--- src/rtl/hex_ascii_serializer.sv ---
// Streams the hexadecimal text of one WIDTH-bit word per transaction, one ASCII
// character per cycle, with optional "0x" prefix, CR/LF and leading-zero suppression.
module hex_ascii_serializer #(
  parameter int WIDTH     = 32,
  parameter int UPPERCASE = 0,
  parameter int PREFIX    = 1,
  parameter int NEWLINE   = 1
) (
  input  logic             clk,
  input  logic             reset,
  input  logic             in_valid,
  output logic             in_ready,
  input  logic [WIDTH-1:0] in_data,
  input  logic             in_suppress,
  output logic             out_valid,
  input  logic             out_ready,
  output logic [7:0]       out_char,
  output logic             out_last,
  output logic             busy
);

  localparam int NDIG = (WIDTH + 3) / 4;
  localparam int PW   = 4 * NDIG;
  localparam int IW   = (NDIG > 1) ? $clog2(NDIG) : 1;

  typedef enum logic [2:0] {
    S_IDLE   = 3'd0,
    S_PFX0   = 3'd1,
    S_PFX1   = 3'd2,
    S_DIGITS = 3'd3,
    S_CR     = 3'd4,
    S_LF     = 3'd5
  } state_t;

  state_t        state, state_nxt;
  logic [PW-1:0] word, word_nxt, in_padded;
  logic [IW-1:0] idx, idx_nxt;
  logic [7:0]    char_nxt;
  logic          last_nxt;

  assign in_padded = PW'(in_data);

  function automatic logic [IW-1:0] start_index(input logic [PW-1:0] w, input logic sup);
    logic [IW-1:0] s;
    s = IW'(NDIG - 1);
    if (sup) begin
      s = '0;
      for (int i = 0; i < NDIG; i++) begin
        if (w[4*i +: 4] != 4'h0) s = IW'(i);
      end
    end
    return s;
  endfunction

  function automatic logic [3:0] nibble_at(input logic [PW-1:0] w, input logic [IW-1:0] i);
    logic [PW-1:0] sh;
    sh = w >> {i, 2'b00};
    return sh[3:0];
  endfunction

  function automatic logic [7:0] hex_char(input logic [3:0] n);
    if (n < 4'd10)           return 8'h30 + {4'h0, n};
    else if (UPPERCASE != 0) return 8'h37 + {4'h0, n};
    else                     return 8'h57 + {4'h0, n};
  endfunction

  // Next state, digit index and the character that will be presented next cycle.
  always_comb begin
    state_nxt = state;
    idx_nxt   = idx;
    word_nxt  = word;
    case (state)
      S_IDLE: begin
        if (in_valid) begin
          word_nxt  = in_padded;
          idx_nxt   = start_index(in_padded, in_suppress);
          state_nxt = (PREFIX != 0) ? S_PFX0 : S_DIGITS;
        end else begin
          state_nxt = S_IDLE;
        end
      end
      S_PFX0: begin
        if (out_ready) state_nxt = S_PFX1;
        else           state_nxt = S_PFX0;
      end
      S_PFX1: begin
        if (out_ready) state_nxt = S_DIGITS;
        else           state_nxt = S_PFX1;
      end
      S_DIGITS: begin
        if (out_ready) begin
          if (idx == '0) state_nxt = (NEWLINE != 0) ? S_CR : S_IDLE;
          else           idx_nxt   = idx - IW'(1);
        end else begin
          state_nxt = S_DIGITS;
        end
      end
      S_CR: begin
        if (out_ready) state_nxt = S_LF;
        else           state_nxt = S_CR;
      end
      S_LF: begin
        if (out_ready) state_nxt = S_IDLE;
        else           state_nxt = S_LF;
      end
      default: state_nxt = S_IDLE;
    endcase

    case (state_nxt)
      S_PFX0:   char_nxt = 8'h30;
      S_PFX1:   char_nxt = 8'h78;
      S_DIGITS: char_nxt = hex_char(nibble_at(word_nxt, idx_nxt));
      S_CR:     char_nxt = 8'h0D;
      S_LF:     char_nxt = 8'h0A;
      default:  char_nxt = 8'h00;
    endcase

    last_nxt = (state_nxt == S_LF) ||
               ((NEWLINE == 0) && (state_nxt == S_DIGITS) && (idx_nxt == '0));
  end

  // State, latched word and registered outputs; reset wins over accept/transfer.
  always_ff @(posedge clk) begin
    if (reset) begin
      state     <= S_IDLE;
      word      <= '0;
      idx       <= '0;
      out_valid <= 1'b0;
      out_char  <= 8'h00;
      out_last  <= 1'b0;
      busy      <= 1'b0;
      in_ready  <= 1'b1;
    end else begin
      state     <= state_nxt;
      word      <= word_nxt;
      idx       <= idx_nxt;
      out_valid <= (state_nxt != S_IDLE);
      out_char  <= char_nxt;
      out_last  <= last_nxt;
      busy      <= (state_nxt != S_IDLE);
      in_ready  <= (state_nxt == S_IDLE);
    end
  end

endmodule

--- config.mk ---
export PLATFORM = sky130hd
export DESIGN_NAME = hex_ascii_serializer
export DESIGN_NICKNAME = d
export VERILOG_FILES = /design/src/rtl/hex_ascii_serializer.sv
export SDC_FILE = /design/constraint.sdc
export NUM_CORES = 1
export LEC_CHECK = 0
export ABC_AREA = 1
export BUFFER_PORTS_ARGS = -buffer_cell sky130_fd_sc_hd__buf_2
export CORE_MARGIN = 2
export CORE_UTILIZATION = 55
export DETAILED_ROUTE_END_ITERATION = 6
export PLACE_DENSITY = 0.85
export SYNTH_ARGS = -nofsm -noshare
export SYNTH_HDL_FRONTEND = slang
export SYNTH_SLANG_ARGS = --single-unit
--- constraint.sdc ---
create_clock -name clk -period 3.13 [get_ports clk]
set_input_delay 0.4695 -clock clk [delete_from_list [all_inputs] [get_ports clk]]
set_output_delay 0.4695 -clock clk [all_outputs]
set_load 0.005 [all_outputs]
# Word level (Yosys, flattened, before mapping)
# Index checks and enable logic that the tools add are counted.
# op_classes
add_sub_neg	3
magnitude_cmp	1
n_eq_ne	10
shift	1
mux	24
reduce_logical	11
# op_table
operator	n
2-to-1 mux 32 bit	2
one-hot mux 8 bit (5 select lines)	1
2-to-1 mux 3 bit	13
>> shifter 32 x 5 -> 4 bit	1
nonzero test 4 bit	7
one-hot mux 3 bit (6 select lines)	1
== test 3 x 2 -> 1 bit, second input constant	4
== test 3 bit, second input constant	4
zero test 3 bit	3
adder 7 x 4 -> 8 bit, first input constant	1
2-to-1 mux 8 bit	1
adder 6 x 4 -> 7 bit, first input constant	1
== test 3 x 1 -> 1 bit, second input constant	2
one-hot mux 3 bit (2 select lines)	1
< comparator 4 bit, second input constant	1
2-to-1 mux 1 bit	4
nonzero test 3 bit	1
subtractor 3 x 1 -> 3 bit, second input constant	1
2-to-1 mux 2 bit	1
# word_totals
ff_bits	49
input_bits	37
word_cells	57

# Logic depth before layout (Yosys ltp)
# Gate-level depths: netlist (run 1).
# depth
ltp_word	15
ltp_mapped	24

# Least setup slack after synthesis (run 1)
# Ideal clock, no wire load.
# synth_timing
path_type	in2reg
from	input in_data[12]
to	register out_char[2]
setup_ns	0.071
t_arrival_ns	2.320
required_time_ns	3.059
setup_slack_ns	0.739
cell_stages	21
n_path_buf	1
path_cell_list	or2_2 -> nor2_1 -> nand2_1 -> nand2_1 -> nand2_1 -> nand2_1 -> nand2_1 -> nand2_1 -> nand2_4 -> buf_4 -> nand3_1 -> nand3_1 -> nand2_1 -> nand2_1 -> nand2_1 -> inv_1 -> ha_1 -> nand3b_1 -> nand4_1 -> nand2_1 -> a21oi_1
# synth_via
elab_chain_cells	13
# synth_rtl
item	line	text
start: declaration	13	input logic [WIDTH-1:0] in_data,
nonzero test 4 bit	49	if (w[4*i +: 4] != 4'h0) s = IW'(i);
2-to-1 mux 3 bit (5 in series)	49	
2-to-1 mux 3 bit	46	if (sup) begin
2-to-1 mux 3 bit	74	if (in_valid) begin
one-hot mux 3 bit (2 select lines)	72	case (state)
>> shifter 32 x 5 -> 4 bit (*)	57	sh = w >> {i, 2'b00};
adder 7 x 4 -> 8 bit, or another cell as far along	64	else return 8'h57 + {4'h0, n};
2-to-1 mux 8 bit (*)	62	if (n < 4'd10) return 8'h30 + {4'h0, n};
one-hot mux 8 bit (5 select lines) (*)	109	case (state_nxt)
end signal: assignment	138	out_char <= char_nxt;
end: declaration	17	output logic [7:0] out_char,
# Mark *: on every way between the ends. The rest lies on a longest branch, timed or not.
# A chain may end at the register's enable or synchronous reset.

# Final worst setup path (run 1)
# layout_timing
from	register idx[0]
to	register out_char[2]
# layout_via
elab_chain_cells	8
# layout_rtl
item	line	text
start: declaration	37	logic [IW-1:0] idx, idx_nxt;
start signal: assignment	136	idx <= idx_nxt;
subtractor 3 x 1 -> 3 bit or zero test 3 bit (tied branches)	93, 92	
2-to-1 mux 3 bit	92	if (idx == '0) state_nxt = (NEWLINE != 0) ? S_CR : S_IDLE;
2-to-1 mux 3 bit	91	if (out_ready) begin
one-hot mux 3 bit (2 select lines)	72	
>> shifter 32 x 5 -> 4 bit	57	
adder 7 x 4 -> 8 bit, or another cell as far along	64	
2-to-1 mux 8 bit	62	
one-hot mux 8 bit (5 select lines) (*)	109	
# Marked as above.

==> results of run 1 <==
flip-flops by register name (all words and copies together) (netlist names):
name and flops:
in_ready 1, word 32, state 3, idx 3, out_char 7, out_last 1, busy 1
worst reg2reg max path: cells and delay by family (launching register included):
| family | cells | cell delay, ps |
|---|---|---|
| adder cells (fa/ha/maj) | 2 | 380 |
| flip-flops | 1 | 320 |
| AND/OR/NAND/NOR | 13 | 1340 |
| buffers and inverters | 3 | 320 |
| AO/OA/AOI/OAI | 2 | 370 |
metrics by stage:
stage / cell area [um2] / hold WS, ps
2_1_floorplan: 2510 / 455.8
3_3_place_gp: 2753 / 471.6
3_5_place_dp: 2753 / 483.0
4_1_cts: 2879 / 433.9
5_1_grt: 2879 / 445.4
6_report: 2879 / 434.8
path summary, 6_finish.rpt:
| kind | to | depth (start not counted) |
|---|---|---|
| hold / removal | word[3] | 3 |
| setup / recovery | out_char[2] | 20 |
| setup reg to reg | out_char[2] | 20 |
| hold reg to reg | word[3] | 2 |
cell type report:
class | instances | area share (%)
multi-input combinational | 254 | 46.28
sequential | 48 | 33.38
timing repair buffer | 49 | 9.126
inverter | 35 | 4.563
clock buffer | 7 | 3.346
tap | 52 | 2.260
clock inverter | 1 | 1.043
synth_stat cells (2+ instances only):
cell and count:
a21oi_1 10, buf_2 2, buf_4 5, clkbuf_1 6, dfxtp_1 48, ha_1 3
inv_1 31, inv_2 4, mux2i_1 24, nand2_1 68, nand2_2 5, nand2_4 2
nand3_1 46, nand3b_1 2, nor2_1 59, nor2_4 2, nor3_1 6, nor4_1 2
o21ai_0 12, o21ai_1 2
routing by layer:
metal  global-route usage (%)  vias up  wire (um)
met1                    32.65     1072       2617
met5                        0        -          0
li1                         -     1214          -
met3                    4.641       11        366
met2                    38.79       81       2710
met4                    8.386        0         96
kinds of logic (layout without fill, tap and decap cells):
| family | count (synthesis) | in the layout | synth area share (%) |
|---|---|---|---|
| fa+ha+maj | 3 | 3 | 1.496 |
| compound gates | 29 | 29 | 6.481 |
| simple gates | 196 | 196 | 35.04 |
| buf+inv | 50 | 92 | 8.624 |
| flops | 48 | 48 | 38.29 |
| xor+xnor | 1 | 1 | 0.3490 |
| other cells | 1 | 1 | 0.1494 |
| mux | 24 | 24 | 9.571 |
power breakdown:
| part | internal (mW) | leakage, nW | switching (mW) | total, mW |
|---|---|---|---|---|
| clock network | 0.282 | 0.0645 | 0.206 | 0.488 |
| logic | 0.238 | 0.974 | 0.440 | 0.678 |
| registers | 0.671 | 0.395 | 0.0182 | 0.689 |
| total | 1.19 | 1.43 | 0.665 | 1.86 |
==> run_results.csv, run 1 <==
group,metric,value,unit
worst_setup_path,crit_type,"reg2reg",
worst_setup_path,cp-start-kind,"register",
worst_hold_path,min_path_type,"in2reg",
floorplan,start_util,57.25,%
layout,fin_cells,446,
worst_setup_path,crit_fanout,17,
timing,fmax,0.3565,GHz
global_routing,grt.total_usage,24.16,%
floorplan,die-area,0.005120,mm2
worst_setup_path,worstPathArrival,3030,ps
worst_setup_path,worstPathBufferInverterCount,3,
yosys,ys.warnings.count,0,
clock_tree,post-cts-setup-buffer-count,0,
worst_setup_path,required,3360,ps
timing,worst_clock_skew,7.441,ps
worst_setup_path,end_kind,"register",
floorplan,die_height,71.56,um
yosys,synth_edf_count,0,
yosys,yosysTopAreaCell,"dfxtp_1",
worst_setup_path,slowest_stage,"dfxtp_1",
timing,relSlewSlack,61.86,%
power_and_ir_drop,powerDensity,644.6,mW/mm2
power_and_ir_drop,peakVddDrop,0.4074,mV
placement,routabilityCongestion,0.9247,
routing,firstDrtPassIters,4,
routing,routed_wl,5792,um
yosys,syn_inst,352,
worst_setup_path,cp_cell_sequence,"inv_1 -> ha_1 -> nand2_1 -> nand2_1 -> nor2_1 -> o31ai_2 -> inv_1 -> nand2_4 -> nand2_4 -> nand2_1 -> nand3_1 -> nand2_1 -> nand2_1 -> nand2_1 -> inv_1 -> ha_1 -> nand3b_1 -> nand4_1 -> nand2_1 -> a21oi_1",
run_status,status,"finished, final reports clean",
global_routing,grt_pass1_vias,2234,
clock_tree,cts-resized-gates,0,
placement,post-place-cells,438,
floorplan,die_x,71.56,um
clock_tree,clk_pin_slew,90,ps
placement,pre_cts_slack,352.1,ps
worst_hold_path,hp-start,"in_data[3]",
timing,post-route-period-util,89.61,%
worst_setup_path,r2r_slack,330,ps
routing,dr.first_iter.drc_count,195,
layout,final_cell_mix,"68 x nand2_1, 59 x nor2_1, 48 x dfxtp_1",
yosys,synth-main-ff-cell,"dfxtp_1",
placement,dp_hpwl,4291,um
floorplan,core_area,0.004384,mm2
routing,drt-wirelength-per-cell,12.99,um
clock_tree,clkLatencyLatePin,300,ps
yosys,syn_area,0.002510,mm2
routing,num_vias,2378,
power_and_ir_drop,power.leakage,1.433,nW
yosys,synthTopCellsByArea,"dfxtp_1 38%, nand2_1 10%, mux2i_1 9.6%, nand3_1 9.2%, nor2_1 8.8%",
timing,period_needed,2805,ps
layout,drive_gt1_share,19.04,%
yosys,seq_area_frac_synth,38.29,%
clock_tree,clk_path_buf_depth,2,
routing,postRouteAntennaNets,0,
worst_setup_path,r2r_start,"idx[0]",
layout,final_common_cell,"nand2_1",
layout,final_core_util,65.67,%
yosys,postSynth.asyncResetShare,0,%
layout,area_growth,14.71,%
timing,timing.final.max_slew_violations,0,
timing,fin_setup_tns,0,ps
timing,final-hold-violation-count,0,
timing,rsz0062_at_grt,"false",
global_routing,grt_start_max_net_pins,44,
timing,tightest_slew,568.2,ps
global_routing,antenna_found_initial,0,
layout,final_nets,433,
layout,multi_input_area,0.001333,mm2
run,max_cap_viol_count,0,
worst_setup_path,crit_family,"simple AND/OR/NAND/NOR gates",
layout,insertedDiodeCount,0,
timing,layout_setup_ws,325.3,ps
worst_setup_path,path_common_cell,"nand2_1",
yosys,avgSynthCellArea,7.130,um2
global_routing,grt_pass1_wl,9887,um
layout,final.fill_count,376,
clock_tree,cts_buffers,5,
timing,setup_viol,0,
routing,remaining_drc_errors,0,
worst_setup_path,slowest_delay,320,ps
clock_tree,cts_hold_buf,0,
clock_tree,root_buffer,"clkbuf_8",
floorplan,ios,49,
layout,seqCellArea,960.9,um2
clock_tree,cts_tree,"yes",
yosys,synthDominantCellAreaShare,38.29,%
placement,port_buffers,47,
yosys,synth_seq_cells,48,
worst_setup_path,crit_start,"idx[0]",
clock_tree,cts_htree_levels,2,
power_and_ir_drop,p_total,1.856,mW
floorplan,core.rowCount,24,
global_routing,grt_overflow,0,
yosys,yosysUniqueCellTypes,33,
routing,via_per_inst,5.332,
yosys,syn_nets,392,
clock_tree,cts.sinks,48,
Power figures use the tool's default switching activity.
==> run 2, diff against run 1 <==
--- a/config.mk
+++ b/config.mk
@@ -11,6 +11,8 @@
 export CORE_UTILIZATION = 55
 export DETAILED_ROUTE_END_ITERATION = 6
 export PLACE_DENSITY = 0.85
+export RECOVER_POWER = 25
+export SKIP_LAST_GASP = 1
 export SYNTH_ARGS = -nofsm -noshare
 export SYNTH_HDL_FRONTEND = slang
 export SYNTH_SLANG_ARGS = --single-unit
==> constraint.sdc (replaced) <==
create_clock -name clk -period 3.13 [get_ports clk]
set_input_delay 0.626 -clock clk [delete_from_list [all_inputs] [get_ports clk]]
set_output_delay 0.626 -clock clk [all_outputs]
set_load 0.005 [all_outputs]
==> run_results.csv, run 2 (synthesis gave the netlist of run 1 again) <==
group,metric,value,unit
placement,pre_cts_slack,227.3,ps
timing,setup_viol,0,
timing,period_needed,2745,ps
power_and_ir_drop,p_sw_share,37.63,%
routing,num_vias,2395,
worst_hold_path,min_path_type,"reg2reg",
power_and_ir_drop,powerDensity,613.3,mW/mm2
worst_setup_path,worstPathArrival,2970,ps
clock_tree,cts_buffers,5,
worst_setup_path,crit_type,"reg2reg",
global_routing,grt_start_max_net_pins,44,
worst_setup_path,end_kind,"register",
power_and_ir_drop,power_frac_clock,21.9,%
layout,top_register,"word",
floorplan,die_x,71.56,um
power_and_ir_drop,peakVddDrop,0.4162,mV
floorplan,core.rowCount,24,
floorplan,core_area,0.004384,mm2
power_and_ir_drop,comb_power_share,38.8,%
worst_setup_path,required,3360,ps
clock_tree,cts.sinks,48,
floorplan,die_height,71.56,um
layout,insertedDiodeCount,0,
clock_tree,cts_htree_levels,2,
power_and_ir_drop,p_int,1.094,mW
timing,fin_setup_tns,0,ps
routing,routed_wl,5850,um
run_status,status,"finished, final reports clean",
global_routing,grt_pass1_vias,2272,
run,max_cap_viol_count,0,
timing,final-hold-violation-count,0,
clock_tree,clk_path_buf_depth,2,
layout,largest_reg_flops,32,
layout,area_growth,13.91,%
layout,final_common_cell,"nand2_1",
global_routing,antenna_found_initial,0,
power_and_ir_drop,power.leakage,1.415,nW
floorplan,start_util,57.25,%
floorplan,die-area,0.005120,mm2
worst_setup_path,crit_start,"idx[0]",
timing,worst_clock_skew,8.166,ps
worst_setup_path,crit_fanout,17,
layout,final_cell_mix,"68 x nand2_1, 59 x nor2_1, 48 x dfxtp_1",
power_and_ir_drop,p_total,1.754,mW
clock_tree,cts-resized-gates,0,
timing,fin_hold_ws,505.7,ps
worst_setup_path,r2r_start,"idx[0]",
placement,dp_hpwl,4401,um
clock_tree,clk_pin_slew,90,ps
clock_tree,cts_tree,"yes",
timing,fmax,0.3643,GHz
routing,firstDrtPassIters,5,
placement,port_buffers,47,
floorplan,ios,49,
global_routing,grt_pass1_wl,10080,um
clock_tree,post-cts-setup-buffer-count,0,
worst_hold_path,hp-start,"word[5]",
global_routing,grt.total_usage,24.76,%
power_and_ir_drop,switching_power,0.6599,mW
timing,post-route-period-util,87.70,%
clock_tree,cts_hold_buf,0,
routing,via_per_inst,5.346,
timing,relSlewSlack,61.27,%
layout,final_nets,435,
timing,layout_setup_ws,385.1,ps
timing,timing.final.max_slew_violations,0,
clock_tree,root_buffer,"clkbuf_8",
timing,rsz0062_at_grt,"false",
routing,dr.first_iter.drc_count,228,
worst_setup_path,cp-start-kind,"register",
layout,final.fill_count,368,
power_and_ir_drop,pwr-share-seq,39.3,%
routing,drt-wirelength-per-cell,13.06,um
clock_tree,clkLatencyLatePin,300,ps
routing,postRouteAntennaNets,0,
global_routing,grt_overflow,0,
layout,drive_gt1_share,18.69,%
timing,tightest_slew,577.1,ps
layout,reg.largest.list,"word x32, out_char x7",
routing,remaining_drc_errors,0,
placement,routabilityCongestion,0.8943,
## run 2: changes by cell type in the layout (fill, tap and decap cells not counted), sizes merged
cell | previous run | this run
clkinvlp | 0 | 1
bufinv | 1 | 0
clkbuf | 7 | 9
## run 2: critical path, stage by stage, from the launching register on
cell and delay [ps]:
dfxtp_1 320, inv_1 140, ha_1 190, nand2_1 120
nand2_1 110, nor2_1 60, o31ai_2 250, inv_1 100
nand2_4 180, nand2_4 150, nand2_1 110, nand3_1 70
nand2_1 90, nand2_1 50, nand2_1 80, inv_1 60
ha_1 180, nand3b_1 170, nand4_1 100, nand2_1 50
a21oi_1 100
## run 2: worst paths after layout
kind,slack [ps],cells past startpoint,end
setup reg to reg,390,20,out_char[2]
hold / removal,510,2,word[5]
hold reg to reg,510,2,word[5]
setup / recovery,390,20,out_char[2]
## run 2: area by class of cell
class / count / area, um2 / share of cell area (%)
clock buffer: 7 / 86.33 / 3.020
clock inverter: 1 / 7.507 / 0.2626
timing repair buffer: 51 / 275.3 / 9.628
tap: 52 / 65.06 / 2.276
sequential: 48 / 960.9 / 33.61
inverter: 35 / 131.4 / 4.595
multi-input combinational: 254 / 1333 / 46.61
## run 2: routing by layer
layer  track usage [%]  vias up  routed length [um]
li1                  -     1219                   -
met1             33.42     1059                2554
met4             8.176        0                 118
met5                 0        -                   0
met3             4.501       15                 442
met2             40.23      102                2735
## run 2: power by group through the flow
stage / clock [mW] / sequential, mW / combinational [mW]
2_1_floorplan: 0 / 0.701 / 0.523
3_3_place_gp: 0 / 0.700 / 0.647
3_5_place_dp: 0 / 0.704 / 0.668
4_1_cts: 0.387 / 0.690 / 0.677
5_1_grt: 0.412 / 0.695 / 0.779
6_report: 0.384 / 0.689 / 0.680
## run 2: stage by stage
step,area [um2],util [%],std cells
finish,2859,65.21,448
global route,2859,65.21,448
CTS,2861,65.27,448
detailed placement,2768,63.13,440
global placement,2768,63.13,440
floorplan,2510,-,352
==> run 3, diff against run 2 <==
--- a/config.mk
+++ b/config.mk
@@ -5,10 +5,9 @@
 export SDC_FILE = /design/constraint.sdc
 export NUM_CORES = 1
 export LEC_CHECK = 0
-export ABC_AREA = 1
 export BUFFER_PORTS_ARGS = -buffer_cell sky130_fd_sc_hd__buf_2
 export CORE_MARGIN = 2
-export CORE_UTILIZATION = 55
+export CORE_UTILIZATION = 56
 export DETAILED_ROUTE_END_ITERATION = 6
 export PLACE_DENSITY = 0.85
 export RECOVER_POWER = 25
==> run_results.csv, run 3 <==
group,metric,value,unit
worst_setup_path,crit_fanout,3,
routing,remaining_drc_errors,0,
timing,setup_viol,0,
clock_tree,clk_path_buf_depth,2,
layout,final_common_cell,"nand2_1",
routing,routed_wl,8771,um
timing,worst_clock_skew,7.795,ps
global_routing,grt_start_max_net_pins,43,
layout,final_nets,491,
timing,fin_hold_ws,457.5,ps
global_routing,grt_pass1_vias,2961,
clock_tree,cts_hold_buf,0,
routing,drt-wirelength-per-cell,16.90,um
layout,final_cell_mix,"80 x nand2_1, 69 x buf_4, 46 x dfxtp_1",
layout,fin_cells,519,
global_routing,grt_pass1_wl,13590,um
power_and_ir_drop,power.leakage,1.613,nW
global_routing,antenna_found_initial,0,
routing,via_per_inst,5.990,
yosys,synth_edf_count,0,
yosys,yosysUniqueCellTypes,68,
layout,area_growth,32.20,%
global_routing,grt_overflow,0,
clock_tree,root_buffer,"clkbuf_8",
run,max_cap_viol_count,0,
global_routing,grt.total_usage,32.04,%
layout,reg.largest.list,"word x32, out_char x7",
routing,num_vias,3109,
worst_setup_path,worstPathArrival,3260,ps
clock_tree,clkLatencyLatePin,310,ps
floorplan,die_x,74.59,um
worst_setup_path,crit_type,"in2reg",
yosys,synth-main-ff-cell,"dfxtp_1",
worst_hold_path,min_path_type,"reg2reg",
timing,relSlewSlack,63.03,%
worst_setup_path,required,3340,ps
timing,tightest_slew,550.3,ps
layout,largest_reg_flops,32,
timing,layout_setup_ws,82.30,ps
floorplan,ios,49,
placement,post-place-cells,506,
routing,dr.first_iter.drc_count,316,
placement,dp_hpwl,6617,um
clock_tree,cts_buffers,5,
clock_tree,clk_pin_slew,90,ps
floorplan,core_area,0.004755,mm2
run_status,status,"finished, final reports clean",
yosys,syn_nets,389,
placement,port_buffers,47,
timing,timing.final.max_slew_violations,0,
yosys,synth_seq_cells,48,
floorplan,die_height,74.59,um
timing,fmax,0.3281,GHz
placement,pre_cts_slack,-274.3,ps
yosys,syn_area,0.002790,mm2
yosys,avgSynthCellArea,7.995,um2
routing,postRouteAntennaNets,0,
clock_tree,cts.sinks,48,
worst_setup_path,cp-start-kind,"input port",
yosys,syn_inst,349,
placement,routabilityCongestion,0.9837,
timing,period_needed,3048,ps
power_and_ir_drop,peakVddDrop,0.3286,mV
timing,final-hold-violation-count,0,
yosys,synthTopCellsByArea,"dfxtp_1 34%, nand2_1 11%, a21oi_1 7.7%, mux2i_1 3.9%, nor2_1 2.4%",
routing,firstDrtPassIters,5,
timing,post-route-period-util,97.37,%
worst_setup_path,end_kind,"register",
floorplan,die-area,0.005563,mm2
clock_tree,cts_tree,"yes",
yosys,seq_area_frac_synth,34.44,%
floorplan,core.rowCount,25,
yosys,postSynth.asyncResetShare,0,%
layout,insertedDiodeCount,0,
clock_tree,cts_htree_levels,2,
yosys,netlist_top_cells_count,"80 x nand2_1, 48 x dfxtp_1, 43 x a21oi_1",
yosys,ys.warnings.count,0,
yosys,yosysMostFrequentCell,"nand2_1",
floorplan,start_util,58.68,%
layout,drive_gt1_share,33.85,%
power_and_ir_drop,p_total,1.899,mW
layout,final_area,0.003689,mm2
power_and_ir_drop,powerDensity,514.7,mW/mm2
layout,top_register,"word",
yosys,synthDominantCellAreaShare,34.44,%
placement,place_area,0.003510,mm2
yosys,yosysTopAreaCell,"dfxtp_1",
run 3: changes by cell type after synthesis, moves of 4 or more:
cell and delta:
o21a_1 +5, nor2_1 -41, or3_1 +4, o211ai_1 +4, a21oi_1 +33, inv_1 -26, a22oi_1 +4, nand3_1 -34
mux2i_1 -13, nor4_1 +4, inv_2 -4, nand2_1 +12, nand2_2 -5
run 3: cells by family (layout without fill, tap and decap cells):
kind of cell    count (synthesis)  after routing  share of synthesized area (%)
compound gates                104            104                          26.32
fa+ha+maj                       3              3                          1.345
buf+inv                        27            130                          4.798
flops                          48             48                          34.44
mux                            13             13                          4.888
other cells                     1              1                         0.1344
simple gates                  153            153                          28.07
run 3: worst max-delay path, stage by stage:
cell     delay [ps]
buf_2           100
or4b_1          580
nor3b_2         280
a21oi_1         150
or2_2           370
o311a_1         400
a21o_1          210
buf_4           140
buf_4           120
o31a_1          270
run 3: path summary, 6_finish.rpt:
check         startpoint     endpoint  depth (start not counted)  slack [ps]
min reg2reg     word[25]     word[25]                          2         460
max          in_data[29]  out_char[4]                         10          80
max reg2reg       idx[0]  out_char[4]                         14          90
min             word[25]     word[25]                          2         460
run 3: routing by layer:
| metal | track usage (%) | up-vias | routed length, um |
|---|---|---|---|
| li1 | - | 1463 | - |
| met1 | 39.43 | 1449 | 3444 |
| met2 | 53.29 | 154 | 4204 |
| met3 | 5.420 | 43 | 662 |
| met4 | 17.46 | 0 | 459 |
| met5 | 0 | - | 0 |
run 3: where the power goes:
part / switching, mW / internal (mW) / leakage [nW]
clock: 0.219 / 0.181 / 0.0516
sequential: 0.0271 / 0.669 / 0.395
combinational: 0.431 / 0.371 / 1.17
total: 0.678 / 1.22 / 1.61
run 3: area by class of cell:
type | instances | area (um2)
Timing Repair Buffer | 117 | 763.2
Fill cell | 364 | 1066
Clock inverter | 2 | 13.76
Clock buffer | 6 | 82.58
Inverter | 5 | 18.77
Tap cell | 67 | 83.83
Sequential cell | 48 | 963.4
Multi-Input combinational cell | 274 | 1763
run 3: what timing repair did:
item | 4_1_cts | 5_1_grt
endpoints found under the setup margin | 0 | 4
gates resized for setup | 0 | 16
buffers inserted | 0 | 5
run 3: per-stage QoR:
stage / utilization, % / TNS [ps]
5_1_grt: 77.58 / -136.4
3_3_place_gp: 73.82 / -310.0
4_1_cts: 75.84 / 0
3_5_place_dp: 73.82 / -956.6
2_1_floorplan: - / 0
6_report: 77.58 / 0
